===== src/rtl/irrigation_scheduler.sv =====
// Round-robin irrigation scheduler: one shared pump, NUM_ZONES valves, tank-gated.
// Optional pause support is compiled in with `define IRR_PAUSE_EN.
module irrigation_scheduler #(
  parameter int NUM_ZONES    = 4,
  parameter int WATER_CYCLES = 16,
  parameter int ACK_TIMEOUT  = 8,
  parameter int GAP_CYCLES   = 2
) (
  input  logic                         clk,
  input  logic                         reset,
  input  logic [NUM_ZONES-1:0]         req,
  input  logic                         tank_ok,
  input  logic                         pump_ack,
  input  logic                         fault_clr,
`ifdef IRR_PAUSE_EN
  input  logic                         pause,
`endif
  output logic [NUM_ZONES-1:0]         valve,
  output logic                         pump_on,
  output logic [$clog2(NUM_ZONES)-1:0] active_zone,
  output logic                         busy,
  output logic                         zone_done,
  output logic [1:0]                   err,
  output logic [2:0]                   dbg_state
);
  localparam int ZW    = $clog2(NUM_ZONES);
  localparam int MAX_A = (WATER_CYCLES > ACK_TIMEOUT) ? WATER_CYCLES : ACK_TIMEOUT;
  localparam int MAX_C = (MAX_A > GAP_CYCLES) ? MAX_A : GAP_CYCLES;
  localparam int TW    = $clog2(MAX_C) + 1;

  localparam logic [TW-1:0] ACK_LAST   = TW'(ACK_TIMEOUT - 1);
  localparam logic [TW-1:0] WATER_LAST = TW'(WATER_CYCLES - 1);
  localparam logic [TW-1:0] GAP_LAST   = TW'(GAP_CYCLES - 1);

  typedef enum logic [2:0] {
    IDLE  = 3'd0,
    OPEN  = 3'd1,
    WATER = 3'd2,
    CLOSE = 3'd3,
    FAULT = 3'd4
  } state_t;

  state_t               state, state_n;
  logic [TW-1:0]        timer, timer_n;
  logic [ZW-1:0]        last, last_n, zone_n, pick, idx;
  logic                 found;
  logic [1:0]           err_n;
  logic                 done_n, drive_n, pump_n, busy_n;
  logic [NUM_ZONES-1:0] valve_n;
`ifdef IRR_PAUSE_EN
  logic                 paused, paused_n, resume, resume_n;
  logic [TW-1:0]        shadow, shadow_n;
`endif

  assign dbg_state = state;

  // Requests are levels: a zone is granted when its bit is high while IDLE with
  // tank_ok; the grant then runs to completion regardless of the request.
  always_comb begin
    found = 1'b0;
    pick  = '0;
    idx   = '0;
    for (int i = 1; i <= NUM_ZONES; i++) begin
      idx = ZW'((int'(last) + i) % NUM_ZONES);
      if (!found && req[idx]) begin
        found = 1'b1;
        pick  = idx;
      end
    end
  end

  always_comb begin
    state_n = state;
    timer_n = timer + 1'b1;
    zone_n  = active_zone;
    last_n  = last;
    err_n   = err;
    done_n  = 1'b0;
`ifdef IRR_PAUSE_EN
    paused_n = 1'b0;
    resume_n = resume;
    shadow_n = shadow;
`endif
    unique case (state)
      IDLE: begin
        timer_n = '0;
        if (found && tank_ok) begin
          state_n = OPEN;
          zone_n  = pick;
        end
      end
      OPEN: begin
        if (!tank_ok) begin
          state_n = FAULT;
          err_n   = 2'b11;
        end else if (pump_ack) begin
          state_n = WATER;
        end else if (timer == ACK_LAST) begin
          state_n = FAULT;
          err_n   = 2'b01;
        end
      end
      WATER: begin
        if (!tank_ok) begin
          state_n = FAULT;
          err_n   = 2'b11;
`ifdef IRR_PAUSE_EN
        end else if (pause) begin
          timer_n  = timer;
          paused_n = 1'b1;
        end else if (paused) begin
          state_n  = OPEN;
          resume_n = 1'b1;
          shadow_n = timer;
`endif
        end else if (!pump_ack) begin
          state_n = FAULT;
          err_n   = 2'b01;
        end else if (timer == WATER_LAST) begin
          state_n = CLOSE;
          done_n  = 1'b1;
          last_n  = active_zone;
        end
      end
      CLOSE: begin
        if (timer == GAP_LAST) state_n = IDLE;
      end
      FAULT: begin
        timer_n = '0;
        if (fault_clr) begin
          state_n = IDLE;
          err_n   = 2'b00;
        end
      end
      default: state_n = IDLE;
    endcase

    if (state_n != state) timer_n = '0;
`ifdef IRR_PAUSE_EN
    // Returning from a pause re-confirms pressure, then picks up the saved count.
    if (state == OPEN && state_n == WATER && resume) begin
      timer_n  = shadow;
      resume_n = 1'b0;
    end
    if (state_n == IDLE || state_n == FAULT) resume_n = 1'b0;
`endif

    drive_n = (state_n == OPEN) || (state_n == WATER);
`ifdef IRR_PAUSE_EN
    if (paused_n) drive_n = 1'b0;
`endif
    valve_n = '0;
    if (drive_n) valve_n[zone_n] = 1'b1;
    pump_n = drive_n;
    busy_n = (state_n == OPEN) || (state_n == WATER) || (state_n == CLOSE);
  end

  always_ff @(posedge clk or posedge reset) begin
    if (reset) begin
      state       <= IDLE;
      timer       <= '0;
      last        <= ZW'(NUM_ZONES - 1);
      active_zone <= '0;
      valve       <= '0;
      pump_on     <= 1'b0;
      busy        <= 1'b0;
      zone_done   <= 1'b0;
      err         <= 2'b00;
    end else begin
      state       <= state_n;
      timer       <= timer_n;
      last        <= last_n;
      active_zone <= zone_n;
      valve       <= valve_n;
      pump_on     <= pump_n;
      busy        <= busy_n;
      zone_done   <= done_n;
      err         <= err_n;
    end
  end

`ifdef IRR_PAUSE_EN
  always_ff @(posedge clk or posedge reset) begin
    if (reset) begin
      paused <= 1'b0;
      resume <= 1'b0;
      shadow <= '0;
    end else begin
      paused <= paused_n;
      resume <= resume_n;
      shadow <= shadow_n;
    end
  end
`endif
endmodule


===== config.mk =====
export PLATFORM = sky130hd
export DESIGN_NAME = irrigation_scheduler
export DESIGN_NICKNAME = d
export VERILOG_FILES = /design/src/rtl/irrigation_scheduler.sv
export SDC_FILE = /design/constraint.sdc
export NUM_CORES = 1
export LEC_CHECK = 0
export ABC_AREA = 0
export CELL_PAD_IN_SITES_DETAIL_PLACEMENT = 1
export CELL_PAD_IN_SITES_GLOBAL_PLACEMENT = 2
export CORE_ASPECT_RATIO = 0.75
export CORE_MARGIN = 5
export CORE_UTILIZATION = 33
export CTS_CLUSTER_DIAMETER = 200
export CTS_CLUSTER_SIZE = 8
export DETAILED_ROUTE_END_ITERATION = 6
export HOLD_SLACK_MARGIN = 0.02
export PLACE_DENSITY = 0.91
export SYNTH_ARGS = -nofsm -noshare
export SYNTH_HDL_FRONTEND = slang
export SYNTH_SLANG_ARGS = --single-unit

===== constraint.sdc =====
create_clock -name clk -period 4.75 [get_ports clk]
set_input_delay 0.7125 -clock clk [delete_from_list [all_inputs] [get_ports clk]]
set_output_delay 0.7125 -clock clk [all_outputs]
set_load 0.1 [all_outputs]

==> results of run 1 <==
state kept, by name (all words and copies together), names as in the netlist:
signal       flops
err              2
active_zone      2
dbg_state        3
last             2
pump_on          1
busy             1
valve            4
timer            5
zone_done        1
metrics by stage:
step	worst slack (ns)	utilization, %
6_report	2.02	42.8
2_1_floorplan	2.52	-
4_1_cts	2.00	42.8
3_5_place_dp	2.21	41.5
5_1_grt	1.95	42.8
3_3_place_gp	2.31	41.5
cell usage after synthesis (2+ instances only):
| library cell | number |
|---|---|
| dfstp_2 | 2 |
| dfrtp_1 | 19 |
| o21ai_0 | 6 |
| nor2_1 | 10 |
| nor3b_1 | 2 |
| nand2_1 | 14 |
| nand3_1 | 2 |
| a31oi_1 | 2 |
| ha_1 | 3 |
| and3_1 | 2 |
| xnor2_1 | 2 |
| nor3_1 | 3 |
| nand2b_1 | 4 |
| nor4b_1 | 2 |
| inv_1 | 9 |
| a21oi_1 | 4 |
| nor2b_1 | 2 |
| mux2i_1 | 2 |
worst paths after layout:
path	startpoint	endpoint	slack, ns	cells after the start
min in group asynchronous	reset	timer[3]	0.90	2
min	last[1]	last[1]	0.49	2
max in group asynchronous	reset	active_zone[1]	3.36	2
max	dbg_state[1]	dbg_state[1]	2.02	1
min reg2reg	last[1]	last[1]	0.49	2
max reg2reg	dbg_state[0]	valve[2]	2.81	4
metal layers:
layer,up-vias,track usage (%),routed length (microns)
met3,4,5.12,154
li1,435,-,-
met1,442,17.2,1330
met5,-,0,0
met4,0,3.99,29
met2,18,21.6,1250
area by class of cell:
type	instances	area, sq um
sequential	21	528
tap	40	50.0
clock buffer	4	45.0
inverter	9	33.8
multi-input combinational	80	522
timing repair buffer	22	220
fill	368	1870
cells by family after synthesis:
group	after synthesis	synth area share, %
xor+xnor	3	2.38
simple gates	51	27.6
compound gates	21	12.1
fa+ha+maj	3	3.40
flops	21	47.8
buf+inv	12	4.87
mux	2	1.81
where the power goes:
group	internal [mW]	total (mW)	switching [mW]
Combinational	0.150	0.590	0.439
Sequential	0.225	0.273	0.0485
Clock	0.0597	0.118	0.0578
Total	0.435	0.980	0.546
layout by cell type, fill, tap and decap left out, drive strengths merged, types with 3 or more instances in the layout:
cell type | Yosys | final
clkbuf | 1 | 4
inv | 9 | 9
ha | 3 | 3
o21ai | 7 | 7
nand2 | 14 | 14
dfrtp | 19 | 19
nor3 | 3 | 3
nor2 | 10 | 10
nand2b | 4 | 4
clkdlybuf4s50 | 0 | 22
a21oi | 4 | 4
nor4b | 3 | 3
==> flow_metrics.env, run 1 <==
export IMPL_ant_nets=0
export IMPL_min_period_over_period_pct=57.5
export IMPL_clock_sinks=21
export IMPL_maxSlewViolCount=0
export IMPL_h_tree_depth=1
export IMPL_post_place_cells=172
export IMPL_start_kind="flip-flop"
export IMPL_cts_buffer_depth=2
export IMPL_synth_area_per_cell_sq_um=9.77
export IMPL_synth_top_cell_by_area="dfrtp_1"
export IMPL_place_area_sq_um=1350
export IMPL_numCtsBuffers=3
export IMPL_syn2layout_area_growth_pct=26.8
export IMPL_relSlewSlack_pct=34.3
export IMPL_wirelength_mm=2.76
export IMPL_start_util_pct=33.8
export IMPL_gp_congestion=0.822
export IMPL_layout_cells_non_filler=176
export IMPL_worst_hold_slack_ns=0.494
export IMPL_hold_class="flip-flop to flip-flop"
export IMPL_finClkSkew_ns=0.00410
export IMPL_dieArea_sq_um=4610
export IMPL_synthCells=113
export IMPL_setup_violations=0
export IMPL_ys_seq_area_share_pct=47.8
export IMPL_drtIter0Drc=43
export IMPL_ys_ff_latch=21
export IMPL_die_h_microns=60.1
export IMPL_cp_slowest_cell="clkdlybuf4s50_1"
export IMPL_yosys_area_top_type_share_pct=43.1
export IMPL_cp_top_family="buffers and inverters"
export IMPL_vdd_drop_max_uv=383
export IMPL_crit_type="flip-flop to primary output"
export IMPL_status="finished, final reports clean"
export IMPL_rsz0062_at_grt="false"
export IMPL_grt_ovfl_total=0
export IMPL_drc=0
export IMPL_grt_pass1_vias=1025
export IMPL_p_leak_nw=0.617
export IMPL_vias_per_cell=5.11
export IMPL_tns_ns=0
export IMPL_tightest_slew_ns=0.983
export IMPL_rows=18
export IMPL_period_needed_ns=2.73
export IMPL_cts_resized=0
export IMPL_syn_nets=125
export IMPL_port_buffers=22
export IMPL_antenna_found_initial=0
export IMPL_yosys_cell_types_count=41
export IMPL_maxClockFrequency_mhz=366
export IMPL_synthTopCellsByArea="dfrtp_1, dfstp_2, nand2_1, ha_1, nor2_1"
export IMPL_maxCapViolations=0
export IMPL_dr_pass1_iters=3
export IMPL_synth_ff_type="dfrtp_1"
export IMPL_synth_area_sq_um=1100
export IMPL_clock_tree_root_cell="clkbuf_8"
export IMPL_routed_via_count=899
export IMPL_cts_setup_buffers=0
export IMPL_worstPathMaxFanout=9
export IMPL_arrival_ns=2.02
export IMPL_fin_area_sq_um=1400
export IMPL_drive_above_1_share_pct=8.82
export IMPL_hpwlAfterDp_mm=2.15
export IMPL_p_total_mw=0.980
export IMPL_cts_hold_buf=0
export IMPL_crit_chain="clkdlybuf4s50_1"
export IMPL_cts_tree="yes"
export IMPL_grt_max_degree=22
export IMPL_required_ns=4.04
export IMPL_grt_pass1_wl_mm=5.01
export IMPL_finalHoldViolCount=0
export IMPL_slowest_delay_ns=1.21
export IMPL_ios=23
export IMPL_grtUsageTotal_pct=13.5
export IMPL_synth_warnings=0
export IMPL_die_w_microns=76.8
export IMPL_clk_latency_ns=0.26
export IMPL_wire_per_inst_microns=15.7
export IMPL_async_flop_share_pct=100
export IMPL_fin_nets=149
export IMPL_synth_edf_count=0
export IMPL_clkTransAtPathRegs_ns=0.08
export IMPL_core_area_sq_um=3270
export IMPL_critPathCaptureType="primary output"
export IMPL_p_per_area_nw_per_um2=701
export IMPL_diodes=0
export IMPL_cp_buffers_inverters=1
(Power assumes the default switching activity.)
==> inputs of run 2 (changes only) <==
--- a/config.mk
+++ b/config.mk
@@ -10,12 +10,12 @@
 export CELL_PAD_IN_SITES_GLOBAL_PLACEMENT = 2
 export CORE_ASPECT_RATIO = 0.75
 export CORE_MARGIN = 5
-export CORE_UTILIZATION = 33
+export CORE_UTILIZATION = 27
 export CTS_CLUSTER_DIAMETER = 200
 export CTS_CLUSTER_SIZE = 8
 export DETAILED_ROUTE_END_ITERATION = 6
 export HOLD_SLACK_MARGIN = 0.02
-export PLACE_DENSITY = 0.91
+export PLACE_DENSITY = 0.81
 export SYNTH_ARGS = -nofsm -noshare
 export SYNTH_HDL_FRONTEND = slang
 export SYNTH_SLANG_ARGS = --single-unit
==> constraint.sdc (replaced) <==
create_clock -name clk -period 2.4 [get_ports clk]
set_input_delay 0.36 -clock clk [delete_from_list [all_inputs] [get_ports clk]]
set_output_delay 0.36 -clock clk [all_outputs]
set_load 0.1 [all_outputs]
==> run 2 against run 1 <==
- die area grew 19%
- sequential cell count unchanged
- power rose by 94%
- wire length down 0.76%
==> flow_metrics.env, run 2 (synthesis gave the netlist of run 1 again) <==
export IMPL_post_place_cells=187
export IMPL_tightest_slew_ns=0.836
export IMPL_drc=0
export IMPL_fin_nets=149
export IMPL_cts_tree="yes"
export IMPL_ant_nets=0
export IMPL_crit_type="flip-flop to flip-flop"
export IMPL_ff2ff_path_depth=6
export IMPL_setup_violations=0
export IMPL_min_path_cells=2
export IMPL_h_tree_depth=1
export IMPL_p_per_area_nw_per_um2=1380
export IMPL_clkTransAtPathRegs_ns=0.08
export IMPL_numCtsBuffers=3
export IMPL_antenna_found_initial=0
export IMPL_dr_pass1_iters=4
export IMPL_fillers=477
export IMPL_pre_cts_slack_ns=0.141
export IMPL_vdd_drop_max_uv=784
export IMPL_tns_ns=0
export IMPL_grt_pass1_vias=961
export IMPL_grt_pass1_wl_mm=4.66
export IMPL_period_needed_ns=1.96
export IMPL_relSlewSlack_pct=44.2
export IMPL_vias_per_cell=4.68
export IMPL_finClkSkew_ns=0.00798
export IMPL_worstPathMaxFanout=5
export IMPL_post_route_util_pct=34.5
export IMPL_cts_hold_buf=0
export IMPL_drtIter0Drc=59
export IMPL_rsz0062_at_grt="false"
export IMPL_maxCapViolations=0
export IMPL_die_h_microns=65.4
export IMPL_final_cell_mix="dfrtp_1, nand2_1, buf_4, nor2_1, inv_1"
export IMPL_hold_end="last[0]"
export IMPL_arrival_ns=2.12
export IMPL_finalHoldViolCount=0
export IMPL_p_leak_nw=0.638
export IMPL_cts_buffer_depth=2
export IMPL_largest_register_ffs=5
export IMPL_drive_above_1_share_pct=19.1
export IMPL_final_common_cell="dfrtp_1"
export IMPL_clock_sinks=21
export IMPL_routed_via_count=893
export IMPL_die_w_microns=83.8
export IMPL_start_kind="flip-flop"
export IMPL_gp_congestion=0.778
export IMPL_start_util_pct=27.6
export IMPL_wirelength_mm=2.74
export IMPL_required_ns=2.56
export IMPL_critPathCaptureType="flip-flop"
export IMPL_maxClockFrequency_mhz=511
export IMPL_grtUsageTotal_pct=10.5
export IMPL_reg2reg_from="timer[0]"
export IMPL_rows=20
export IMPL_cts_setup_buffers=0
export IMPL_dieArea_sq_um=5480
export IMPL_ios=23
export IMPL_worstReg2RegEnd="valve[1]"
export IMPL_top_register="timer"
export IMPL_worst_hold_slack_ns=0.493
export IMPL_hold_class="flip-flop to flip-flop"
export IMPL_grt_max_degree=22
export IMPL_min_period_over_period_pct=81.6
export IMPL_clock_tree_root_cell="clkbuf_8"
export IMPL_wire_per_inst_microns=14.4
export IMPL_maxSlewViolCount=0
export IMPL_layout_cells_non_filler=191
export IMPL_cts_resized=0
export IMPL_diodes=0
export IMPL_core_area_sq_um=4000
export IMPL_status="finished, final reports clean"
export IMPL_grt_ovfl_total=0
export IMPL_r2r_slack_ns=0.44
export IMPL_clk_latency_ns=0.26
export IMPL_port_buffers=22
export IMPL_hp_start="active_zone[0]"
export IMPL_hpwlAfterDp_mm=2.10
export IMPL_syn2layout_area_growth_pct=25.3
export IMPL_worst_slack_ns=0.442
## run 2: worst max-delay path by stage
stage	start	to	slack, ns	cells after the start
after floorplan	dbg_state[0]	valve[1]	0.17	5
after global placement	req[3]	valve[1]	0.31	5
after detailed placement	req[3]	valve[1]	0.14	5
after CTS	dbg_state[0]	valve[1]	0.40	4
after global routing	dbg_state[0]	valve[1]	0.28	4
final	timer[0]	valve[1]	0.44	6
## run 2: area by class of cell
type / count / area [sq um] / area share, %
sequential: 21 / 528 / 38.2
timing repair buffer: 22 / 185 / 13.4
tap: 55 / 68.8 / 4.98
clock buffer: 4 / 45.0 / 3.26
multi-input combinational: 80 / 522 / 37.7
inverter: 9 / 33.8 / 2.44
## run 2: worst max-delay path: stages (launching register included)
cell,delay (ns)
dfrtp_1,0.42
ha_1,0.24
and4bb_2,0.27
nor4b_1,0.41
nand2_1,0.13
and2_4,0.18
nor3b_1,0.21
## run 2: layer usage
layer	track usage (%)	share of wire (%)
met4	1.20	0.18
met3	3.51	4.8
met2	16.7	43
met5	0	0
met1	14.4	52
## run 2: per-stage QoR
step | area, sq um | power [mW]
2_1_floorplan | 1100 | 1.44
3_5_place_dp | 1340 | 1.68
6_report | 1380 | 1.91
3_3_place_gp | 1340 | 1.67
4_1_cts | 1380 | 1.92
5_1_grt | 1380 | 1.99
## run 2: power by group
group          switching, mW  internal (mW)
clock                  0.115          0.118
combinational          0.865          0.267
sequential            0.0952          0.445
